**config.mk**
```make
export PLATFORM = sky130hd
export DESIGN_NAME = player_motion_ctrl
export DESIGN_NICKNAME = d
export VERILOG_FILES = /design/src/rtl/player_pkg.sv /design/src/rtl/move_tick_gen.sv /design/src/rtl/player_motion_ctrl.sv
export SDC_FILE = /design/constraint.sdc
export NUM_CORES = 1
export LEC_CHECK = 0
export CORE_MARGIN = 4
export CORE_UTILIZATION = 54
export DETAILED_ROUTE_END_ITERATION = 10
export GPL_ROUTABILITY_DRIVEN = 0
export PLACE_DENSITY = 0.9
export SETUP_SLACK_MARGIN = 0.3
export SYNTH_ARGS = -nofsm -noshare
export SYNTH_HDL_FRONTEND = slang
export SYNTH_HIERARCHICAL = 1
export SYNTH_SLANG_ARGS = --single-unit
```
**constraint.sdc**
```tcl
create_clock -name clk -period 5.25 [get_ports clk]
set_input_delay 1.3125 -clock clk [delete_from_list [all_inputs] [get_ports clk]]
set_output_delay 1.3125 -clock clk [all_outputs]
set_load 0.02 [all_outputs]
```
**src/rtl/player_pkg.sv**
```systemverilog
// -----------------------------------------------------------------------------
// player_pkg
// Shared definitions for the player motion controller:
//   - motion_state_e : controller state encoding (idle / run left / run right)
//   - default speed-tier constants
//   - tier_sel()     : maps the current stack height to the maximum step size
// -----------------------------------------------------------------------------
package player_pkg;

  typedef enum logic [1:0] {
    StIdle = 2'd0,
    StRunL = 2'd1,
    StRunR = 2'd2
  } motion_state_e;

  // Default maximum step per move tick for each stack-height tier.
  localparam int unsigned DefSpdFast   = 6;
  localparam int unsigned DefSpdNormal = 4;
  localparam int unsigned DefSpdSlow   = 2;

  // A taller stack makes the player slower. The tier boundaries are inclusive:
  // exactly one box height still counts as the fast tier.
  function automatic int unsigned tier_sel(input logic [9:0]  height,
                                           input int unsigned base_height,
                                           input int unsigned spd_fast,
                                           input int unsigned spd_normal,
                                           input int unsigned spd_slow);
    int unsigned h;
    h = 32'(height);
    if (h <= base_height) begin
      return spd_fast;
    end else if (h <= 2 * base_height) begin
      return spd_normal;
    end else begin
      return spd_slow;
    end
  endfunction

endpackage

```
**src/rtl/move_tick_gen.sv**
```systemverilog
// -----------------------------------------------------------------------------
// move_tick_gen
// Divides enabled clock cycles into move ticks. The counter runs
// 0..TICK_DIV-1 only while en is high and freezes otherwise, so pausing the
// game never shortens or lengthens the tick in progress.
//
// Ports:
//   clk   in   system clock
//   rst   in   asynchronous active-low reset
//   en    in   count enable (game running)
//   tick  out  one-cycle pulse on the last enabled cycle of each period
// -----------------------------------------------------------------------------
module move_tick_gen #(
  parameter int unsigned TICK_DIV = 2
) (
  input  logic clk,
  input  logic rst,
  input  logic en,
  output logic tick
);

  // Keep at least one counter bit so TICK_DIV == 1 still elaborates cleanly;
  // in that case the counter stays at zero and every enabled cycle ticks.
  localparam int unsigned CntW = (TICK_DIV > 1) ? $clog2(TICK_DIV) : 1;
  localparam logic [CntW-1:0] CntMax = CntW'(TICK_DIV - 1);

  logic [CntW-1:0] tick_cnt;

  always_ff @(posedge clk or negedge rst) begin
    if (!rst) begin
      tick_cnt <= '0;
    end else if (en) begin
      if (tick_cnt == CntMax) begin
        tick_cnt <= '0;
      end else begin
        tick_cnt <= tick_cnt + CntW'(1);
      end
    end
  end

  assign tick = en && (tick_cnt == CntMax);

endmodule

```
**src/rtl/player_motion_ctrl.sv**
```systemverilog
// -----------------------------------------------------------------------------
// player_motion_ctrl
// Horizontal motion controller for the player box. Decodes the debounced
// active-low buttons once per move tick, picks a step size from the stack
// height tier and moves box_x, saturating at both screen walls.
//
// Optional feature (compile-time macro PLAYER_ACCEL_EN):
//   defined   -> acceleration ramp: step starts at 1 and grows by 1 per tick
//                while the direction is held, capped at the current tier max.
//   undefined -> every moving tick uses the full tier max step.
//
// Ports:
//   clk             in   system clock
//   rst             in   asynchronous active-low reset
//   game_en         in   1 = advance, 0 = freeze all state
//   buttons[1:0]    in   active-low; [0] = right, [1] = left
//   current_height  in   stack height in pixels, sampled on tick
//   box_x           out  left edge of the player box
//   moving          out  controller is in a run state
//   dir_right       out  direction of the last move (1 = right)
//   cur_step        out  step applied on the last tick
//   at_wall_l       out  box_x is at the left wall
//   at_wall_r       out  box_x is at the right limit
// -----------------------------------------------------------------------------
module player_motion_ctrl
  import player_pkg::*;
#(
  parameter int unsigned X_W         = 10,
  parameter int unsigned SCREEN_W    = 640,
  parameter int unsigned BOX_WIDTH   = 30,
  parameter int unsigned BASE_HEIGHT = 30,
  parameter int unsigned X_INIT      = 50,
  parameter int unsigned TICK_DIV    = 2,
  parameter int unsigned STEP_W      = 4,
  parameter int unsigned SPD_FAST    = DefSpdFast,
  parameter int unsigned SPD_NORMAL  = DefSpdNormal,
  parameter int unsigned SPD_SLOW    = DefSpdSlow
) (
  input  logic              clk,
  input  logic              rst,
  input  logic              game_en,
  input  logic [1:0]        buttons,
  input  logic [9:0]        current_height,
  output logic [X_W-1:0]    box_x,
  output logic              moving,
  output logic              dir_right,
  output logic [STEP_W-1:0] cur_step,
  output logic              at_wall_l,
  output logic              at_wall_r
);

  localparam int unsigned      RightLimit    = SCREEN_W - BOX_WIDTH;
  // Position math is one bit wider than box_x so box_x + step cannot wrap.
  localparam logic [X_W:0]     RightLimitExt = (X_W + 1)'(RightLimit);
  localparam logic [X_W-1:0]   XInit         = X_W'(X_INIT);

  motion_state_e     state;
  motion_state_e     state_next;
  logic              tick;
  logic              go_r;
  logic              go_l;
  logic [STEP_W-1:0] tier_max;
  logic [STEP_W-1:0] step_next;
  logic [X_W:0]      pos_ext;
  logic [X_W:0]      step_ext;
  logic [X_W:0]      sum_ext;
  logic [X_W:0]      x_next;

  move_tick_gen #(
    .TICK_DIV (TICK_DIV)
  ) u_move_tick_gen (
    .clk  (clk),
    .rst  (rst),
    .en   (game_en),
    .tick (tick)
  );

  // Direction decode: exactly one button pressed means run; none or both
  // pressed means stand still.
  always_comb begin
    go_r = ~buttons[0];
    go_l = ~buttons[1];
    if (go_r && !go_l) begin
      state_next = StRunR;
    end else if (go_l && !go_r) begin
      state_next = StRunL;
    end else begin
      state_next = StIdle;
    end
  end

  // Step size for the upcoming tick.
  always_comb begin
    tier_max = STEP_W'(tier_sel(current_height, BASE_HEIGHT, SPD_FAST, SPD_NORMAL, SPD_SLOW));
`ifdef PLAYER_ACCEL_EN
    if (state_next == StIdle) begin
      step_next = '0;
    end else if (state_next == state) begin
      // Same direction as last tick: ramp up by one, clamped to the tier.
      // The >= also clamps when the tier dropped below the previous step.
      step_next = (cur_step >= tier_max) ? tier_max : cur_step + STEP_W'(1);
    end else begin
      // Start from standstill or a reversal.
      step_next = STEP_W'(1);
    end
`else
    step_next = (state_next == StIdle) ? '0 : tier_max;
`endif
  end

  // Next position with saturation at both walls; a move is never refused,
  // it is shortened to land exactly on the wall.
  always_comb begin
    pos_ext  = {1'b0, box_x};
    step_ext = (X_W + 1)'(step_next);
    sum_ext  = pos_ext + step_ext;
    x_next   = pos_ext;
    case (state_next)
      StRunR:  x_next = (sum_ext > RightLimitExt) ? RightLimitExt : sum_ext;
      StRunL:  x_next = (pos_ext < step_ext) ? '0 : pos_ext - step_ext;
      default: x_next = pos_ext;
    endcase
  end

  // Single state register; everything changes only on a move tick.
  always_ff @(posedge clk or negedge rst) begin
    if (!rst) begin
      state     <= StIdle;
      box_x     <= XInit;
      cur_step  <= '0;
      dir_right <= 1'b1;
    end else if (tick) begin
      state    <= state_next;
      box_x    <= x_next[X_W-1:0];
      cur_step <= step_next;
      // Idle ticks keep the last direction so the renderer can face the box.
      if (state_next == StRunR) begin
        dir_right <= 1'b1;
      end else if (state_next == StRunL) begin
        dir_right <= 1'b0;
      end
    end
  end

  assign moving    = (state != StIdle);
  assign at_wall_l = (box_x == '0);
  assign at_wall_r = ({1'b0, box_x} == RightLimitExt);

endmodule
```
==> results.ini, run 1 <==
[critical_path]
required_ps = 5480
critPathMostFrequentCell = a211o_1
worstPathArrival_ps = 4580
r2r_slack_ps = 2570
startpoint_type = input port
worstPathCellList = clkdlybuf4s50_1, nand3_1, or3_1, a21oi_1, nor2_1, ha_1, fa_1, and3_2, o21ai_0, a31oi_1, a211o_1, a211o_1, o21ai_1
crit_type = in -> reg
cp_slowest_stage_delay_ps = 500
crit_slowest_cell = fa_1
crit_family = compound AO/OA/AOI/OAI gates
cp_max_fo = 9
endpoint_kind = flop
worst-path-buf-inv = 1

[floorplan]
start_util = 0.5806
die_x_um = 60.31
core_area_um2 = 2545
die-area_um2 = 3637
rows = 18
ios = 33
die_y_um = 60.31

[logic_synthesis]
synth_warnings = 6
yosysTopAreaCell = dfrtp_1
seq_area_frac_synth = 0.2574
syn_area_per_cell_um2 = 8.209
async_reset_ff_frac = 1.000
synth_edf_count = 0
synth_top_area_share = 0.1863
synth_seq_cells = 15
ys.flop_type = dfrtp_1
synth_cell_type_count = 51
syn-cell-area_um2 = 1478
synthCells = 180
synth_area_leaders = dfrtp_1 19%, dfstp_2 7.1%, ha_1 5.1%, nand2_1 4.6%, o21ai_0 3.0%

[timing]
relSlewSlack = 0.4522
setup_violations = 0
rsz0062_at_grt = false
slew_viol_final = 0
worst_slew_pin_slew_ps = 820.1
fmax_mhz = 229.8
fin_skew_ps = 8.255
finalCritPeriodShare = 0.8288
finalHoldViolations = 0
fin_hold_ws_ps = 464.8
tns_ps = 0
layout_min_cycle_time_ps = 4351

[cells_and_area]
drive_above_1_share = 0.1045
antenna_cells = 0
syn2layout_area_growth_pct = 18.88
nets = 225
final_core_util = 0.6903
num-fill-cells = 216

[hold_path]
holdCritPathClass = reg -> reg

[global_routing]
grt_pass1_wl_um = 6782
grt_usage = 0.2486
grt_overflow = 0
grt_pass1_vias = 1454
grt_max_degree = 18
antenna_found_initial = 0

[cts]
htreeDepth = 1
cts_root_buf = clkbuf_4
cts_setup_buffers = 0
cts_hold_buf = 0
clock_path_buffers = 2
cts_tree = yes
cts_buffers = 3
cts_resized = 0
clkSinkCount = 15
clk_pin_slew_ps = 90
clkLatencyLatePin_ps = 290

[power]
finalPower_mw = 0.5841
powerDensity_nw_per_um2 = 332.5
irDropWorstVdd_uv = 283.3
leakage_nw = 0.6867

[detailed_routing]
drt_wl_total_um = 4008
wl_per_cell_um = 17.35
drc_errors = 0
ant_nets = 0
via_per_inst = 6.736
first_iter_violations = 108
num_vias = 1556
firstDrtPassIters = 5

[place]
hpwlAfterDp_um = 3012
numPortBuffers = 29

[job]
cap_violations = 0

[status]
status = completed

-- synthesized netlist by cell type, drive strengths merged, types with 5 or more instances --
cell type,number
nand2,18
o21ai,12
buf,11
dfrtp,11
nor2,11
inv,7
nor3,7
a21oi,6
ha,6
nand3,6
a31oi,5
or3,5
-- path summary, 6_finish.rpt --
check / from / end / cells after the start
setup / recovery: current_height[4] / box_x[5] / 13
hold / removal: u_move_tick_gen/tick_cnt / u_move_tick_gen/tick_cnt / 1
setup reg to reg: box_x[1] / box_x[6] / 8
hold reg to reg: u_move_tick_gen/tick_cnt / u_move_tick_gen/tick_cnt / 1
max in group asynchronous: rst / box_x[2] / 1
min in group asynchronous: rst / box_x[6] / 1
-- worst register-to-register path, cell delays in order (launching register included) --
cell	delay [ps]
dfstp_2	610
ha_1	210
fa_1	340
nand2_1	120
or4_1	500
a31oi_1	290
a211o_1	250
a211o_1	190
o21ai_1	70
-- power breakdown --
group          total (mW)  leakage (nW)  switching, mW  internal [mW]
clock              0.0701        0.0150         0.0405         0.0296
combinational       0.305         0.493          0.161          0.144
sequential          0.209         0.178         0.0534          0.156
-- metrics by stage --
stage | setup slack (ps) | instances | instance area [µm²]
final | 899.0 | 231 | 1757
after global routing | 745.4 | 231 | 1757
after CTS | 931.7 | 231 | 1757
after detailed placement | 641.2 | 227 | 1730
after global placement | 742.4 | 227 | 1730
after floorplan | 1055 | 182 | 1485
-- kinds of logic (layout without fill, tap and decap cells) --
kind of cell,Yosys count,count (layout),share of synthesized area
compound gates,49,49,0.2413
flops,15,15,0.2574
simple gates,73,73,0.2608
xor+xnor,4,4,0.02371
other cells,1,3,0.002538
buf+inv,22,41,0.07875
mux,8,8,0.05758
fa+ha+maj,8,8,0.07790
-- final cells by class --
cell class	count	area, µm²	area share
Multi-Input combinational cell	145	988.4	0.5627
Timing Repair Buffer	30	297.8	0.1695
Inverter	7	26.28	0.01496
Tap cell	30	37.54	0.02137
Clock buffer	4	26.28	0.01496
Sequential cell	15	380.4	0.2165
-- flip-flops by register name (all words and copies together) (netlist names) --
| register | count |
|---|---|
| box_x | 9 |
| u_move_tick_gen/tick_cnt | 1 |
| state | 2 |
| dir_right | 1 |
| cur_step | 2 |
-- routing by layer --
layer  up-vias  track usage  wire (µm)  share of wire
li1        710            -          -              -
met1       734       0.3338       1616           0.40
met2        95       0.4043       1895           0.47
met3        17      0.03888        386          0.096
met4         0      0.08861        108          0.027
met5         -            0          0              0
-- cell usage in the layout (no fill, tap or decap), types with 2 or more instances in the layout --
cell | synthesis | routed
nand4_1 | 4 | 4
and2_1 | 2 | 2
clkdlybuf4s50_1 | 0 | 29
ha_1 | 6 | 6
nor2b_1 | 3 | 3
fa_1 | 2 | 2
o211ai_1 | 3 | 3
nand3_1 | 6 | 6
o21ai_1 | 3 | 3
clkbuf_4 | 0 | 3
a211oi_1 | 2 | 2
or4_1 | 3 | 3
o31ai_1 | 2 | 2
nor3_1 | 7 | 7
a31oi_1 | 5 | 5
a41oi_1 | 3 | 3
a41o_1 | 3 | 3
xor2_1 | 3 | 3
mux2i_1 | 4 | 4
dfrtp_1 | 11 | 11
mux2_2 | 4 | 4
a211o_1 | 2 | 2
inv_1 | 7 | 7
or3_1 | 4 | 4
a31o_2 | 3 | 3
nand2_1 | 18 | 18
a22oi_1 | 2 | 2
nand2b_1 | 3 | 3
dfstp_2 | 4 | 4
nor2_1 | 11 | 11
nor4_1 | 3 | 3
conb_1 | 1 | 3
a21oi_1 | 6 | 6
o21ai_0 | 9 | 9
and3_1 | 2 | 2
(Power assumes the default switching activity.)
==> run 2, diff against run 1 <==
--- a/config.mk
+++ b/config.mk
@@ -6,10 +6,10 @@
 export NUM_CORES = 1
 export LEC_CHECK = 0
 export CORE_MARGIN = 4
-export CORE_UTILIZATION = 54
+export CORE_UTILIZATION = 46
 export DETAILED_ROUTE_END_ITERATION = 10
 export GPL_ROUTABILITY_DRIVEN = 0
-export PLACE_DENSITY = 0.9
+export PLACE_DENSITY = 0.82
 export SETUP_SLACK_MARGIN = 0.3
 export SYNTH_ARGS = -nofsm -noshare
 export SYNTH_HDL_FRONTEND = slang
==> constraint.sdc (replaced) <==
create_clock -name clk -period 3.78 [get_ports clk]
set_input_delay 0.945 -clock clk [delete_from_list [all_inputs] [get_ports clk]]
set_output_delay 0.945 -clock clk [all_outputs]
set_load 0.02 [all_outputs]
==> run 2 against run 1 <==
Worst setup slack got worse by 560 ps. Count of clock-buffer cells in the layout decreased by 1. Highest routed layer unchanged. Register-to-register slack got worse by 1300 ps. Critical endpoint is now box_x[4]. Non-clock buffer count increased by 31.
==> results.ini, run 2 (synthesis results as in run 1) <==
[timing]
layout_min_cycle_time_ps = 3442
slew_viol_final = 0
finalHoldViolations = 0
setup_violations = 0
worst_slew_pin_slew_ps = 691.2
setup_slack_ps = 338.3
rsz0062_at_grt = false
finalCritPeriodShare = 0.9105
relSlewSlack = 0.5378
fin_skew_ps = 5.798
fmax_mhz = 290.6

[floorplan]
rows = 20
start_util = 0.4840
die_y_um = 64.68
ios = 33
core_area_um2 = 3053
die_x_um = 64.68
die-area_um2 = 4183

[cts]
cts_root_buf = clkbuf_4
clkLatencyLatePin_ps = 290
clock_path_buffers = 2
cts_tree = yes
clkSinkCount = 15
cts_buffers = 3
htreeDepth = 1
clk_pin_slew_ps = 90
cts_hold_buf = 0

[power]
irDropWorstVdd_uv = 331.3
finalPower_mw = 0.9136
leakage_nw = 0.8651
powerDensity_nw_per_um2 = 427.8

[hold_path]
worstHoldStart = u_move_tick_gen/tick_cnt
holdCritPathClass = reg -> reg

[global_routing]
grt_pass1_wl_um = 7728
antenna_found_initial = 0
grt_max_degree = 18
grt_usage = 0.2367
grt_pass1_vias = 1695
gr-usage-met1 = 0.2886
grt_busiest_layer = met2
grt_overflow = 0
use_met2 = 0.3995
use_met3 = 0.03986

[critical_path]
worst-path-buf-inv = 3
startpoint_type = input port
worstPathCellList = clkdlybuf4s15_1, or4_4, a21oi_2, nor2_2, ha_2, fa_2, or3_2, a31oi_4, a211o_1, buf_4, buf_4, nand3_1, nand3_1
crit_start = current_height[6]
cp_slowest_stage_delay_ps = 510
regToRegStartpoint = box_x[1]
crit_type = in -> reg
cp_max_fo = 6
crit_slowest_cell = or4_4
endpoint_kind = flop
crit_family = simple AND/OR/NAND/NOR gates
worstPathArrival_ps = 3680
required_ps = 4020

[cells_and_area]
reg.largest.list = box_x x9, cur_step x2, state x2
drive_above_1_share = 0.3233
layout_commonest_cell = buf_4
num-fill-cells = 243
layout_common_cells = 31 x buf_4, 18 x nand2_1, 17 x clkdlybuf4s50_1
largest_reg_flops = 9
antenna_cells = 0
top_register = box_x
fin_area_um2 = 2136
nets = 256
syn2layout_area_growth_pct = 44.54

[detailed_routing]
wl_per_cell_um = 17.55
via_per_inst = 6.051
drc_errors = 0
first_iter_violations = 161
drt_wl_total_um = 4844
firstDrtPassIters = 4
num_vias = 1670
ant_nets = 0

[job]
cap_violations = 0

[place]
place_area_um2 = 1967
place_ws_ps = -242.1
numPortBuffers = 29
hpwlAfterDp_um = 3510

[status]
status = completed

run 2: cell count changes in the layout (fill, tap and decap cells not counted), sizes merged:
| cell | change |
|---|---|
| clkbuf | +1 |
| clkinv | +1 |
| clkdlybuf4s50 | -12 |
| dlygate4sd2 | +7 |
| clkdlybuf4s15 | +2 |
| buf | +31 |
| dlymetal6s2s | +1 |
run 2: final timing paths:
kind | slack (ps) | depth (start not counted) | endpoint
worst min-delay path | 470 | 1 | u_move_tick_gen/tick_cnt
worst min register to register | 470 | 1 | u_move_tick_gen/tick_cnt
worst max register to register | 1220 | 10 | box_x[4]
max in group asynchronous | 2270 | 1 | box_x[3]
min in group asynchronous | 1060 | 1 | box_x[7]
worst max-delay path | 340 | 13 | box_x[4]
run 2: where the power goes:
part | internal (mW) | switching (mW) | leakage (nW)
sequential | 0.216 | 0.0775 | 0.178
combinational | 0.261 | 0.265 | 0.669
clock | 0.0394 | 0.0542 | 0.0177
run 2: through the flow:
stage                     hold WS [ps]  std cells    util  setup TNS, ps
after floorplan                  433.6        182       -              0
after global placement           447.5        262  0.6443         -627.9
after detailed placement         457.4        262  0.6443          -1504
after CTS                        473.8        275  0.6898              0
after global routing             490.3        276  0.6996              0
final                            470.0        276  0.6996              0
run 2: final cells by class:
| class | count | area (µm²) | area share |
|---|---|---|---|
| flip-flops and latches | 15 | 380.4 | 0.1781 |
| multi-input cells | 145 | 1129 | 0.5284 |
| clock buffers | 3 | 22.52 | 0.01054 |
| clock inverters | 1 | 5.005 | 0.002343 |
| inverters | 7 | 26.28 | 0.01230 |
| well taps | 44 | 55.05 | 0.02578 |
| repair buffers | 61 | 518.0 | 0.2425 |
run 2: timing repair:
action / 4_1_cts / 5_1_grt
endpoints found under the setup margin: 9 / 8
pin swaps: 14 / 10
endpoints found under the hold margin: 0 / 0
resized for setup: 25 / 10
gates cloned: 0 / 0
buffers inserted: 9 / 1
run 2: routing by layer:
| metal | up-vias | part of all wire |
|---|---|---|
| met5 | - | 0 |
| met4 | 0 | 0.041 |
| met3 | 22 | 0.076 |
| met2 | 95 | 0.49 |
| met1 | 789 | 0.39 |
| li1 | 764 | - |
==> run 3, diff against run 2 <==
--- a/config.mk
+++ b/config.mk
@@ -15,3 +15,4 @@
 export SYNTH_HDL_FRONTEND = slang
 export SYNTH_HIERARCHICAL = 1
 export SYNTH_SLANG_ARGS = --single-unit
+export TNS_END_PERCENT = 20
==> run 3 against run 2 <==
Via count grew 1.7%. Cell count did not move. Clock power increased by 1%. Count of clock-buffer cells in the layout is the same. Core utilization grew 0.16 points. Maximum frequency down 0.98%. First-iteration DRC count shrank 6.2%. Non-clock buffer count unchanged. Flip-flop and latch count is the same. Largest power group unchanged.
==> results.ini, run 3 (synthesis results as in run 1) <==
[status]
status = completed

[timing]
layout_min_cycle_time_ps = 3476
relSlewSlack = 0.5363
worst_slew_pin_slew_ps = 693.4
finalHoldViolations = 0
tns_ps = 0
slew_viol_final = 0
rsz0062_at_grt = true
fmax_mhz = 287.7
finalCritPeriodShare = 0.9196
fin_skew_ps = 6.144
setup_violations = 0

[cts]
cts_hold_buf = 0
cts_root_buf = clkbuf_4
clk_pin_slew_ps = 100
clkLatencyLatePin_ps = 290
htreeDepth = 1
cts_tree = yes
clkSinkCount = 15
clock_path_buffers = 2
cts_buffers = 3

[cells_and_area]
layout_common_cells = 32 x buf_4, 18 x nand2_1, 17 x clkdlybuf4s50_1
top_register = box_x
num-fill-cells = 241
fin_area_um2 = 2141
nets = 256
syn2layout_area_growth_pct = 44.88
largest_reg_flops = 9
antenna_cells = 0
reg.largest.list = box_x x9, cur_step x2, state x2
layout_commonest_cell = buf_4
drive_above_1_share = 0.3147
final_cells = 276

[detailed_routing]
drt_wl_total_um = 4816
ant_nets = 0
firstDrtPassIters = 4
first_iter_violations = 151
maxUsedRoutingLayer = met4
via_per_inst = 6.152
wl_met3_um = 385
wl_met2_um = 2333
wl_met1_um = 1860
drc_errors = 0
wl_per_cell_um = 17.45
num_vias = 1698

[hold_path]
holdCritPathClass = reg -> reg
min_to = u_move_tick_gen/tick_cnt
worstHoldStart = u_move_tick_gen/tick_cnt
holdPathStages = 1

[floorplan]
die_y_um = 64.68
rows = 20
start_util = 0.4840
die_x_um = 64.68
die-area_um2 = 4183
core_area_um2 = 3053
ios = 33

[power]
p_comb_frac = 0.575
clkPwrFrac = 0.104
irDropWorstVdd_uv = 334.3
powerDensity_nw_per_um2 = 425.8
seqPwrFrac = 0.322
leakage_nw = 0.8656
swShare = 0.4341
finalPower_mw = 0.9116
p_int_mw = 0.5159
switching_power_mw = 0.3957

[critical_path]
crit_start = current_height[9]
cp_max_fo = 6
startpoint_type = input port
regToRegStartpoint = box_x[1]
r2r_slack_ps = 1220
r2r_end = box_x[4]
crit_type = in -> reg
endpoint_kind = flop
worstPathArrival_ps = 3720
required_ps = 4020
rr_worst_depth = 10

[global_routing]
grt_max_degree = 18
grt_overflow = 0
grt_pass1_wl_um = 7728
grt_pass1_vias = 1695
grt_usage = 0.2367
antenna_found_initial = 0

[place]
numPortBuffers = 29
hpwlAfterDp_um = 3510
dp_cells = 262
place_area_um2 = 1967

[job]
cap_violations = 0

==> run 3: what timing repair did <==
| item | in CTS | in global routing |
|---|---|---|
| resized for setup | 25 | 6 |
| setup endpoints to repair | 9 | 8 |
| buffers inserted | 9 | 1 |
| pin swaps | 14 | 6 |
==> run 3: critical path, cell delays in order <==
cell and delay, ps:
clkdlybuf4s15_1 160, or4_4 560, a211oi_4 220, buf_4 170, fa_2 260, nand2_1 100
or4_4 460, a31oi_4 210, a211o_1 250, buf_4 140, buf_4 90, nand3_1 70
nand3_1 80
==> run 3: how the worst max path moves through the flow <==
stage / slack (ps) / depth (start not counted) / end
floorplan: 320 / 10 / box_x[1]
finish: 300 / 13 / box_x[4]
detailed placement: -240 / 13 / box_x[2]
CTS: 310 / 12 / box_x[6]
global route: 250 / 13 / box_x[4]
global placement: -140 / 13 / box_x[6]
==> run 3: power by group through the flow <==
stage | combinational (mW) | sequential [mW] | clock, mW
after floorplan | 0.302 | 0.284 | 0
after detailed placement | 0.475 | 0.293 | 0
final | 0.524 | 0.293 | 0.0945
after global placement | 0.456 | 0.289 | 0
after global routing | 0.561 | 0.300 | 0.104
after CTS | 0.508 | 0.291 | 0.0960
==> run 3: stage by stage <==
step           hold WS [ps]  setup slack (ps)    util
2_1_floorplan         433.6             320.1       -
3_3_place_gp          447.5            -139.0  0.6443
3_5_place_dp          457.4            -242.1  0.6443
4_1_cts               473.8             305.4  0.6898
5_1_grt               490.3             251.9  0.7012
6_report              470.0             304.0  0.7012
==> run 3: layout make-up <==
type	instances	area, µm²	share of cell area
Timing Repair Buffer	61	523.0	0.2443
Sequential cell	15	380.4	0.1777
Clock inverter	1	5.005	0.002338
Tap cell	44	55.05	0.02572
Multi-Input combinational cell	145	1129	0.5272
Clock buffer	3	22.52	0.01052
Inverter	7	26.28	0.01227
==> run 3: metal layers <==
layer | GRT usage | up-vias
met1 | 0.2886 | 800
met2 | 0.3995 | 105
met4 | 0.1214 | 0
met5 | 0 | -
met3 | 0.03986 | 30
li1 | - | 763
